<file path="config.mk">
export PLATFORM = sky130hd
export DESIGN_NAME = pipe_ctrl_chain
export DESIGN_NICKNAME = d
export VERILOG_FILES = /design/src/rtl/pipe_ctrl_pkg.sv /design/src/rtl/pipe_ctrl_chain_cond_check.sv /design/src/rtl/pipe_ctrl_chain.sv
export SDC_FILE = /design/constraint.sdc
export NUM_CORES = 1
export LEC_CHECK = 0
export ABC_AREA = 1
export ABC_CLOCK_PERIOD_IN_PS = 4000
export BUFFER_PORTS_ARGS = -buffer_cell sky130_fd_sc_hd__buf_4
export CAP_MARGIN = 5
export CELL_PAD_IN_SITES_DETAIL_PLACEMENT = 0
export CELL_PAD_IN_SITES_GLOBAL_PLACEMENT = 1
export CORE_MARGIN = 5
export CORE_UTILIZATION = 30
export DETAILED_ROUTE_END_ITERATION = 6
export PLACE_DENSITY_LB_ADDON = 0.1
export SLEW_MARGIN = 10
export SYNTH_ARGS = -nofsm -noshare
export SYNTH_HDL_FRONTEND = slang
export SYNTH_HIERARCHICAL = 1
export SYNTH_SLANG_ARGS = --single-unit
</file>
<file path="constraint.sdc">
create_clock -name clk -period 4 [get_ports clk]
set_input_delay 1.2 -clock clk [delete_from_list [all_inputs] [get_ports clk]]
set_output_delay 1.2 -clock clk [all_outputs]
set_load 0.02 [all_outputs]
</file>
<file path="src/rtl/pipe_ctrl_pkg.sv">
// Shared types for the pipeline control chain: condition codes, NZCV bit
// positions and the per-stage control bundles.
package pipe_ctrl_pkg;

  typedef enum logic [3:0] {
    CC_EQ = 4'd0,  CC_NE = 4'd1,  CC_CS = 4'd2,  CC_CC = 4'd3,
    CC_MI = 4'd4,  CC_PL = 4'd5,  CC_VS = 4'd6,  CC_VC = 4'd7,
    CC_HI = 4'd8,  CC_LS = 4'd9,  CC_GE = 4'd10, CC_LT = 4'd11,
    CC_GT = 4'd12, CC_LE = 4'd13, CC_AL = 4'd14, CC_NV = 4'd15
  } cond_e;

  localparam int unsigned FLAG_N = 3;
  localparam int unsigned FLAG_Z = 2;
  localparam int unsigned FLAG_C = 1;
  localparam int unsigned FLAG_V = 0;

  // Raw decode bundle as held in Execute, before condition gating.
  typedef struct packed {
    logic       valid;
    logic       pcs;
    logic       regw;
    logic       memw;
    logic       memtoreg;
    logic       nowrite;
    logic       branch;
    logic [1:0] flagw;
    cond_e      cond;
  } dec_ctrl_t;

  // Downstream stages only carry the already-gated controls.
  typedef struct packed {
    logic valid;
    logic pcs;
    logic regw;
    logic memw;
    logic memtoreg;
  } stg_ctrl_t;

endpackage

</file>
<file path="src/rtl/pipe_ctrl_chain_cond_check.sv">
// Combinational condition-code evaluation against an NZCV flag set.
module cond_check
  import pipe_ctrl_pkg::*;
(
  input  logic [3:0] cond,
  input  logic [3:0] nzcv,
  output logic       pass
);

  logic n, z, c, v;

  assign n = nzcv[FLAG_N];
  assign z = nzcv[FLAG_Z];
  assign c = nzcv[FLAG_C];
  assign v = nzcv[FLAG_V];

  always_comb begin
    pass = 1'b0;
    case (cond_e'(cond))
      CC_EQ: pass = z;
      CC_NE: pass = ~z;
      CC_CS: pass = c;
      CC_CC: pass = ~c;
      CC_MI: pass = n;
      CC_PL: pass = ~n;
      CC_VS: pass = v;
      CC_VC: pass = ~v;
      CC_HI: pass = c & ~z;
      CC_LS: pass = ~c | z;
      CC_GE: pass = (n == v);
      CC_LT: pass = (n != v);
      CC_GT: pass = ~z & (n == v);
      CC_LE: pass = z | (n != v);
      CC_AL: pass = 1'b1;
      default: pass = 1'b0;
    endcase
  end

endmodule

</file>
<file path="src/rtl/pipe_ctrl_chain.sv">
// Control-signal pipeline from Execute to Writeback with per-stage stall/flush,
// conditional-execution gating in Execute and the architectural NZCV register.
module pipe_ctrl_chain
  import pipe_ctrl_pkg::*;
#(
  parameter int NSTG = 3,
  parameter int PW   = 12
) (
  input  logic                 clk,
  input  logic                 reset,
  input  logic                 d_valid,
  input  logic                 d_pcs,
  input  logic                 d_regw,
  input  logic                 d_memw,
  input  logic                 d_memtoreg,
  input  logic                 d_nowrite,
  input  logic                 d_branch,
  input  logic [1:0]           d_flagw,
  input  logic [3:0]           d_cond,
  input  logic [PW-1:0]        d_payload,
  input  logic [3:0]           alu_flags,
  input  logic [NSTG-1:0]      stall,
  input  logic [NSTG-1:0]      flush,
  output logic [NSTG-1:0]      s_valid,
  output logic [NSTG-1:0]      s_regw,
  output logic [NSTG-1:0]      s_memw,
  output logic [NSTG-1:0]      s_memtoreg,
  output logic [NSTG-1:0]      s_pcs,
  output logic [NSTG*PW-1:0]   s_payload,
  output logic                 branch_taken_e,
  output logic [3:0]           flags_q,
  output logic                 pc_write_inflight
);

  dec_ctrl_t     s0_q, s0_d, dec_in;
  stg_ctrl_t     up_q [1:NSTG-1];
  stg_ctrl_t     up_d [1:NSTG-1];
  logic [PW-1:0] pay_q [NSTG];
  logic [PW-1:0] pay_d [NSTG];
  logic [3:0]    flags_d;
  logic          pass0;
  logic          flag_upd;

  cond_check u_cond_check (
    .cond (s0_q.cond),
    .nzcv (flags_q),
    .pass (pass0)
  );

  // Stage outputs: Execute gates live against flags_q, later stages are pre-gated.
  always_comb begin
    s_valid    = '0;
    s_regw     = '0;
    s_memw     = '0;
    s_memtoreg = '0;
    s_pcs      = '0;
    s_payload  = '0;
    s_valid[0]    = s0_q.valid;
    s_regw[0]     = s0_q.regw & pass0 & ~s0_q.nowrite & s0_q.valid;
    s_memw[0]     = s0_q.memw & pass0 & s0_q.valid;
    s_pcs[0]      = s0_q.pcs & pass0 & s0_q.valid;
    s_memtoreg[0] = s0_q.memtoreg & s0_q.valid;
    s_payload[0 +: PW] = pay_q[0] & {PW{s0_q.valid}};
    for (int k = 1; k < NSTG; k++) begin
      s_valid[k]    = up_q[k].valid;
      s_regw[k]     = up_q[k].regw & up_q[k].valid;
      s_memw[k]     = up_q[k].memw & up_q[k].valid;
      s_pcs[k]      = up_q[k].pcs & up_q[k].valid;
      s_memtoreg[k] = up_q[k].memtoreg & up_q[k].valid;
      s_payload[k*PW +: PW] = pay_q[k] & {PW{up_q[k].valid}};
    end
  end

  assign branch_taken_e    = s0_q.valid & s0_q.branch & pass0;
  assign pc_write_inflight = (d_pcs & d_valid) | (|s_pcs[NSTG-2:0]);

  always_comb begin
    dec_in = '0;
    if (d_valid) begin
      dec_in.valid    = 1'b1;
      dec_in.pcs      = d_pcs;
      dec_in.regw     = d_regw;
      dec_in.memw     = d_memw;
      dec_in.memtoreg = d_memtoreg;
      dec_in.nowrite  = d_nowrite;
      dec_in.branch   = d_branch;
      dec_in.flagw    = d_flagw;
      dec_in.cond     = cond_e'(d_cond);
    end
  end

  always_comb begin
    s0_d     = s0_q;
    pay_d[0] = pay_q[0];
    if (flush[0]) begin
      s0_d     = '0;
      pay_d[0] = '0;
    end else if (!stall[0]) begin
      s0_d     = dec_in;
      pay_d[0] = d_valid ? d_payload : '0;
    end

    for (int k = 1; k < NSTG; k++) begin
      up_d[k]  = up_q[k];
      pay_d[k] = pay_q[k];
      // A stalled upstream stage leaves a bubble behind a free-running downstream one.
      if (flush[k] || (!stall[k] && stall[k-1])) begin
        up_d[k]  = '0;
        pay_d[k] = '0;
      end else if (!stall[k]) begin
        up_d[k].valid    = s_valid[k-1];
        up_d[k].pcs      = s_pcs[k-1];
        up_d[k].regw     = s_regw[k-1];
        up_d[k].memw     = s_memw[k-1];
        up_d[k].memtoreg = s_memtoreg[k-1];
        pay_d[k]         = s_payload[(k-1)*PW +: PW];
      end
    end
  end

  always_comb begin
    flags_d  = flags_q;
    flag_upd = s0_q.valid & pass0 & ~stall[0] & ~flush[0];
    if (flag_upd && s0_q.flagw[1]) flags_d[FLAG_N:FLAG_Z] = alu_flags[FLAG_N:FLAG_Z];
    if (flag_upd && s0_q.flagw[0]) flags_d[FLAG_C:FLAG_V] = alu_flags[FLAG_C:FLAG_V];
  end

  always_ff @(posedge clk) begin
    if (reset) begin
      s0_q    <= '0;
      flags_q <= '0;
      for (int k = 1; k < NSTG; k++) up_q[k] <= '0;
      for (int k = 0; k < NSTG; k++) pay_q[k] <= '0;
    end else begin
      s0_q    <= s0_d;
      flags_q <= flags_d;
      for (int k = 1; k < NSTG; k++) up_q[k] <= up_d[k];
      for (int k = 0; k < NSTG; k++) pay_q[k] <= pay_d[k];
    end
  end

endmodule

</file>
==> impl_metrics.toml, run 1 <==
[logic_synthesis]
synth-edff-count = 0
synth_top_area_share_pct = 41.3
syn-cell-area_um2 = 3050
synth_most_common_cell = "nand2_1"
yosys.area.top_type = "dfxtp_1"
ys_top_cells_by_count = "nand2_1 (163), inv_1 (71), dfxtp_1 (63), a21oi_1 (48), nor2_1 (34)"
synth_top_cells_by_area = "dfxtp_1 (41%), nand2_1 (20%), inv_1 (8.7%)"
ys_types = 25
async_flop_share_pct = 0
synth_top_family_by_area = "simple AND/OR/NAND/NOR gates"
yosys_warnings = 6
yosysSeqAreaShare_pct = 41.3
avgSynthCellArea_um2 = 6.77
synthFlopType = "dfxtp_1"
synth_fp_nets = 488
ys_ff_latch = 63
synth-simple-area-share_pct = 30.3
syn_inst = 451
synth-compound-area-share_pct = 13.2
synthAdderAreaFrac_pct = 0
synthMuxAreaShare_pct = 0
synth_xor_area_share_pct = 0

[routing]
drt_iter0_drc = 110
routed_via_density = 4.26
drc = 0
ant_nets = 0
drt_pass1_iterations = 4
wl_per_cell_um = 12.1
dr_total_vias = 2851
drt-total-wl_mm = 8.08

[hold_path]
hold_class = "flop to flop"

[clock_network]
htreeDepth = 3
post_cts_resized = 0
numCtsBuffers = 9
cts.sinks = 63
cts_root_buffer = "clkbuf_8"
clk_pin_slew_ps = 70
tritoncts = "done"
clock_path_buffers = 2
clk_latency_ps = 330
cts_setup_buffers = 0
ctsHoldBuffers = 0

[sta]
period_share_pct = 78.5
hold_viol = 0
clock_skew_ps = 9.42
worst_pin_slew_ps = 639
finalSetupTns_ps = 0
setup_violations = 0
rsz0062_at_grt = "false"
fmax_mhz = 319
drv_slew = 0
min_period_ps = 3140
relSlewSlack_pct = 57.3

[setup_path]
arrival_ps = 1940
crit_type = "flop to output port"
required_ps = 2800
worstPathCellList = "inv_1, nand2_1, nand3_1, nand2_1, nand2_1, nand2_1, nor2_1, nand2_1, nand2_2, inv_2, nand2_1, inv_1, buf_4"
crit_path_frequent_cell = "nand2_1"
start_kind = "flop"
slowest_stage = "dfxtp_1"
critPathMaxFanout = 7
critPathCaptureType = "output port"
max_stage_delay_ps = 450

[power_and_ir_drop]
ir_drop_mv = 0.151
power_frac_seq_pct = 49.8
netSwitchingPower_uw = 312
p_int_uw = 979
swShare_pct = 24.2
p_clk_share_pct = 42.9
p_comb_share_pct = 7.3
power.density_nw_per_um2 = 328
leakage_uw = 0.00198

[placed_design]
portBuffers = 93
dp_hpwl_mm = 6.06
gp_congestion = 0.835
placed_cells = 653

[floorplan]
start_util_pct = 30.9
die_y_um = 111
die_x_um = 111
io_pins = 94
die_area_um2 = 12300
rows = 36
core_um2 = 9860

[finish]
layout-drive-gt1-share_pct = 24.3
syn_to_final_growth_pct = 29.2
nets = 568
stdcell_count = 669
post-route-util_pct = 40.0
diodes = 0
nFillCells = 1099

[global_route]
grt_util_all_layers_pct = 13.2
first_global_vias = 2664
grt_pass1_wl_mm = 13.4
antenna_found_initial = 0
grt_max_degree = 34
overflow = 0

[status]
status = "completed"

[run]
drv_cap = 0
[worst max-delay path, delay by kind of cell, from the launching register on]
kind | cells | cell delay [ps]
flip-flops | 1 | 450
buffers and inverters | 4 | 490
AND/OR/NAND/NOR | 9 | 660
[per-stage QoR]
step / area [µm²] / power [µW] / hold slack [ps] / setup WS (ps)
floorplan: 3050 / 717 / 436 / 1340
global placement: 3740 / 754 / 451 / 1180
detailed placement: 3740 / 755 / 457 / 1130
CTS: 3940 / 1320 / 467 / 830
global route: 3940 / 1350 / 483 / 590
finish: 3940 / 1290 / 465 / 861
[cell usage in the layout (no fill, tap or decap), types with 2 or more instances in the layout]
cell	n
o211ai_1	2
nand2_1	163
nand2_4	2
nor2_1	34
nand4_1	4
clkinv_2	2
clkinv_1	2
buf_4	93
clkbuf_8	10
inv_2	4
nor2_2	2
dfxtp_1	63
a211oi_1	6
inv_1	71
a211oi_2	7
a21oi_1	48
nand3_1	10
nand2_2	2
nand3_2	2
[power by group through the flow]
stage / clock network (µW) / logic (µW) / registers [µW]
2_1_floorplan: 0 / 62.6 / 654
3_3_place_gp: 0 / 96.2 / 657
3_5_place_dp: 0 / 97.0 / 658
4_1_cts: 578 / 97.3 / 643
5_1_grt: 603 / 106 / 644
6_report: 553 / 94.6 / 643
[cell type report]
type | count | area (µm²) | area share [%]
Multi-Input combinational cell | 287 | 1330 | 33.7
Sequential cell | 63 | 1260 | 32.0
Timing Repair Buffer | 93 | 698 | 17.7
Inverter | 77 | 289 | 7.33
Tap cell | 133 | 166 | 4.22
Clock buffer | 11 | 141 | 3.59
Clock inverter | 5 | 56.3 | 1.43
[cells by family after synthesis]
kind of cell	after synthesis
buffers and inverters	101
AO/OA/AOI/OAI	64
flip-flops	63
AND/OR/NAND/NOR	223
[registers in the layout, indices dropped and copies added, names as in the netlist]
| register | count |
|---|---|
| s0_q | 12 |
| flags_q | 4 |
| pay_q | 36 |
| s_valid | 1 |
| up_q | 10 |
[metal layers]
layer	up-vias	part of all wire, %	global-route usage [%]
li1	1526	-	-
met1	1240	48	17.3
met2	77	45	20.9
met3	8	6.2	4.69
met4	0	1.2	2.96
met5	-	0	0
[worst paths after layout]
kind	from	depth (start not counted)	slack, ps	end
worst min-delay path	pay_q[0][0]	2	460	pay_q[0][0]
worst min register to register	pay_q[0][0]	2	460	pay_q[0][0]
worst max register to register	flags_q[0]	12	2330	up_q[1][3]
worst max-delay path	flags_q[0]	13	860	s_regw[0]
Power figures use the tool's default switching activity.
==> run 2: changes to the inputs <==
--- a/config.mk
+++ b/config.mk
@@ -5,8 +5,8 @@
 export SDC_FILE = /design/constraint.sdc
 export NUM_CORES = 1
 export LEC_CHECK = 0
-export ABC_AREA = 1
-export ABC_CLOCK_PERIOD_IN_PS = 4000
+export ABC_AREA = 0
+export ABC_CLOCK_PERIOD_IN_PS = 2700
 export BUFFER_PORTS_ARGS = -buffer_cell sky130_fd_sc_hd__buf_4
 export CAP_MARGIN = 5
 export CELL_PAD_IN_SITES_DETAIL_PLACEMENT = 0
==> constraint.sdc (replaced) <==
create_clock -name clk -period 2.7 [get_ports clk]
set_input_delay 0.81 -clock clk [delete_from_list [all_inputs] [get_ports clk]]
set_output_delay 0.81 -clock clk [all_outputs]
set_load 0.02 [all_outputs]
==> run 2 against run 1 <==
The flow now finishes with violations (setup timing). Via count down 14%. Die area down 6.7%. Routed wire length down 3.5%. Critical path depth down 6. Clock-buffer cell count down 1. Synthesized cell count down 28%. Largest cell class unchanged. Largest power group unchanged.
==> impl_metrics.toml, run 2 <==
[finish]
stdcell_count = 530
largest_reg_flops = 36
syn_to_final_growth_pct = 39.5
diodes = 0
layout_commonest_cell = "buf_4"
nets = 453
stdcell_area_um2 = 3950
largest-register = "pay_q"
reg_top3 = "pay_q (36), s0_q (12), up_q (10)"
layout_common_cells = "buf_4 (99), dfxtp_1 (56), and2_1 (45)"
layout-drive-gt1-share_pct = 35.1
post-route-util_pct = 42.9

[logic_synthesis]
synth_most_common_cell = "dfxtp_1"
ys_types = 33
ys_top_cells_by_count = "dfxtp_1 (63), and2_1 (45), nor2_1 (44), nand2b_1 (26), a22oi_1 (24)"
synth_top_cells_by_area = "dfxtp_1 (45%), and2_1 (10%), mux2i_1 (7.4%)"
async_flop_share_pct = 0
yosys.area.top_type = "dfxtp_1"
synth_fp_nets = 361
avgSynthCellArea_um2 = 8.73
yosysSeqAreaShare_pct = 44.6
yosys_warnings = 6
syn-cell-area_um2 = 2830
synth_top_area_share_pct = 44.6
synthFlopType = "dfxtp_1"
syn_inst = 324
ys_ff_latch = 63
synth-edff-count = 0

[setup_path]
critPathCaptureType = "output port"
crit_type = "flop to output port"
arrival_ps = 2150
r2r_cells = 9
required_ps = 1890
start_kind = "flop"
critPathMaxFanout = 7

[sta]
drv_slew = 0
rsz0062_at_grt = "true"
relSlewSlack_pct = 32.3
hold_viol = 0
worst_slack_ps = -264
worst_pin_slew_ps = 1010
clock_skew_ps = 11.5
period_share_pct = 110
finalSetupTns_ps = -893
min_period_ps = 2960
setup_violations = 5
fmax_mhz = 337

[placed_design]
gp_congestion = 0.758
placed_cells = 512
dp_hpwl_mm = 5.75
placed_area_um2 = 3620
portBuffers = 93

[power_and_ir_drop]
leakage_uw = 0.00164
p_clk_share_pct = 42.2
p_int_uw = 1440
power_frac_seq_pct = 50.4
ir_drop_mv = 0.278
p_comb_share_pct = 7.4
fin_total_pwr_uw = 1860
swShare_pct = 22.8
power.density_nw_per_um2 = 472
netSwitchingPower_uw = 425

[global_route]
grt_max_degree = 35
antenna_found_initial = 0
overflow = 0
grt_pass1_wl_mm = 12.7
grt_util_all_layers_pct = 13.9
first_global_vias = 2451

[clock_network]
numCtsBuffers = 9
tritoncts = "done"
clk_latency_ps = 330
cts_root_buffer = "clkbuf_8"
htreeDepth = 3
clk_pin_slew_ps = 70
cts.sinks = 63
clock_path_buffers = 2

[hold_path]
hold_class = "flop to flop"
hold_depth = 2

[routing]
drt-total-wl_mm = 7.80
wl_per_cell_um = 14.7
routed_via_density = 4.64
ant_nets = 0
drc = 0
dr_total_vias = 2459
drt_iter0_drc = 59
drt_pass1_iterations = 4

[floorplan]
die_area_um2 = 11500
io_pins = 94
die_x_um = 107
rows = 35
core_um2 = 9200
start_util_pct = 30.8
die_y_um = 107

[run]
drv_cap = 0

[status]
status = "finished with violations"
violations = "setup timing"
[run 2: metrics by stage]
step                      hold slack, ps  worst slack, ps
final                                455             -264
after global routing                 480             -361
after CTS                            458             -294
after detailed placement             448             7.28
after global placement               443             49.3
after floorplan                      434             23.8
[run 2: critical path, cell delays in order, from the launching register on]
cell and delay, ps:
dfxtp_4 380, mux2_4 310, a21oi_2 130, o211ai_1 100, a211o_1 340, and3_4 180, a211o_1 250, buf_6 140
[run 2: path summary, 6_finish.rpt]
check	start	end	slack (ps)
worst max-delay path	s0_q[2]	pc_write_inflight	-260
worst min-delay path	pay_q[0][27]	pay_q[0][27]	460
worst max register to register	s0_q[2]	up_q[1][2]	650
worst min register to register	pay_q[0][27]	pay_q[0][27]	460
[run 2: cell families after synthesis]
family | share of synthesized area, %
compound gates | 13.1
xor+xnor | 0.885
buf+inv | 4.51
flops | 44.6
mux | 7.96
simple gates | 28.9
[run 2: area by class of cell]
| cell class | count | area [µm²] |
|---|---|---|
| clock buffers | 10 | 138 |
| clock inverters | 4 | 47.5 |
| fillers | 933 | 5250 |
| inverters | 3 | 11.3 |
| multi-input cells | 233 | 1510 |
| flip-flops and latches | 63 | 1280 |
| well taps | 111 | 139 |
| repair buffers | 106 | 822 |
[run 2: power groups by stage]
stage	logic, µW	clock network, µW	registers (µW)
floorplan	75.3	0	962
global placement	138	0	965
detailed placement	137	0	965
CTS	140	827	939
global route	154	861	940
finish	138	786	940
[run 2: repair_timing]
| action | CTS | global route |
|---|---|---|
| resized for setup | 17 | 12 |
| hold buffers | 0 | 0 |
| setup endpoints to repair | 5 | 5 |
| pin swaps | 6 | 5 |
| buffers inserted | 3 | 1 |
| gates cloned | 0 | 0 |
[run 2: routing by layer]
layer  GRT usage (%)  part of all wire [%]
met5               0                     0
met4            5.48                   1.0
met3            3.07                   5.7
met2            21.5                    47
met1            18.8                    47
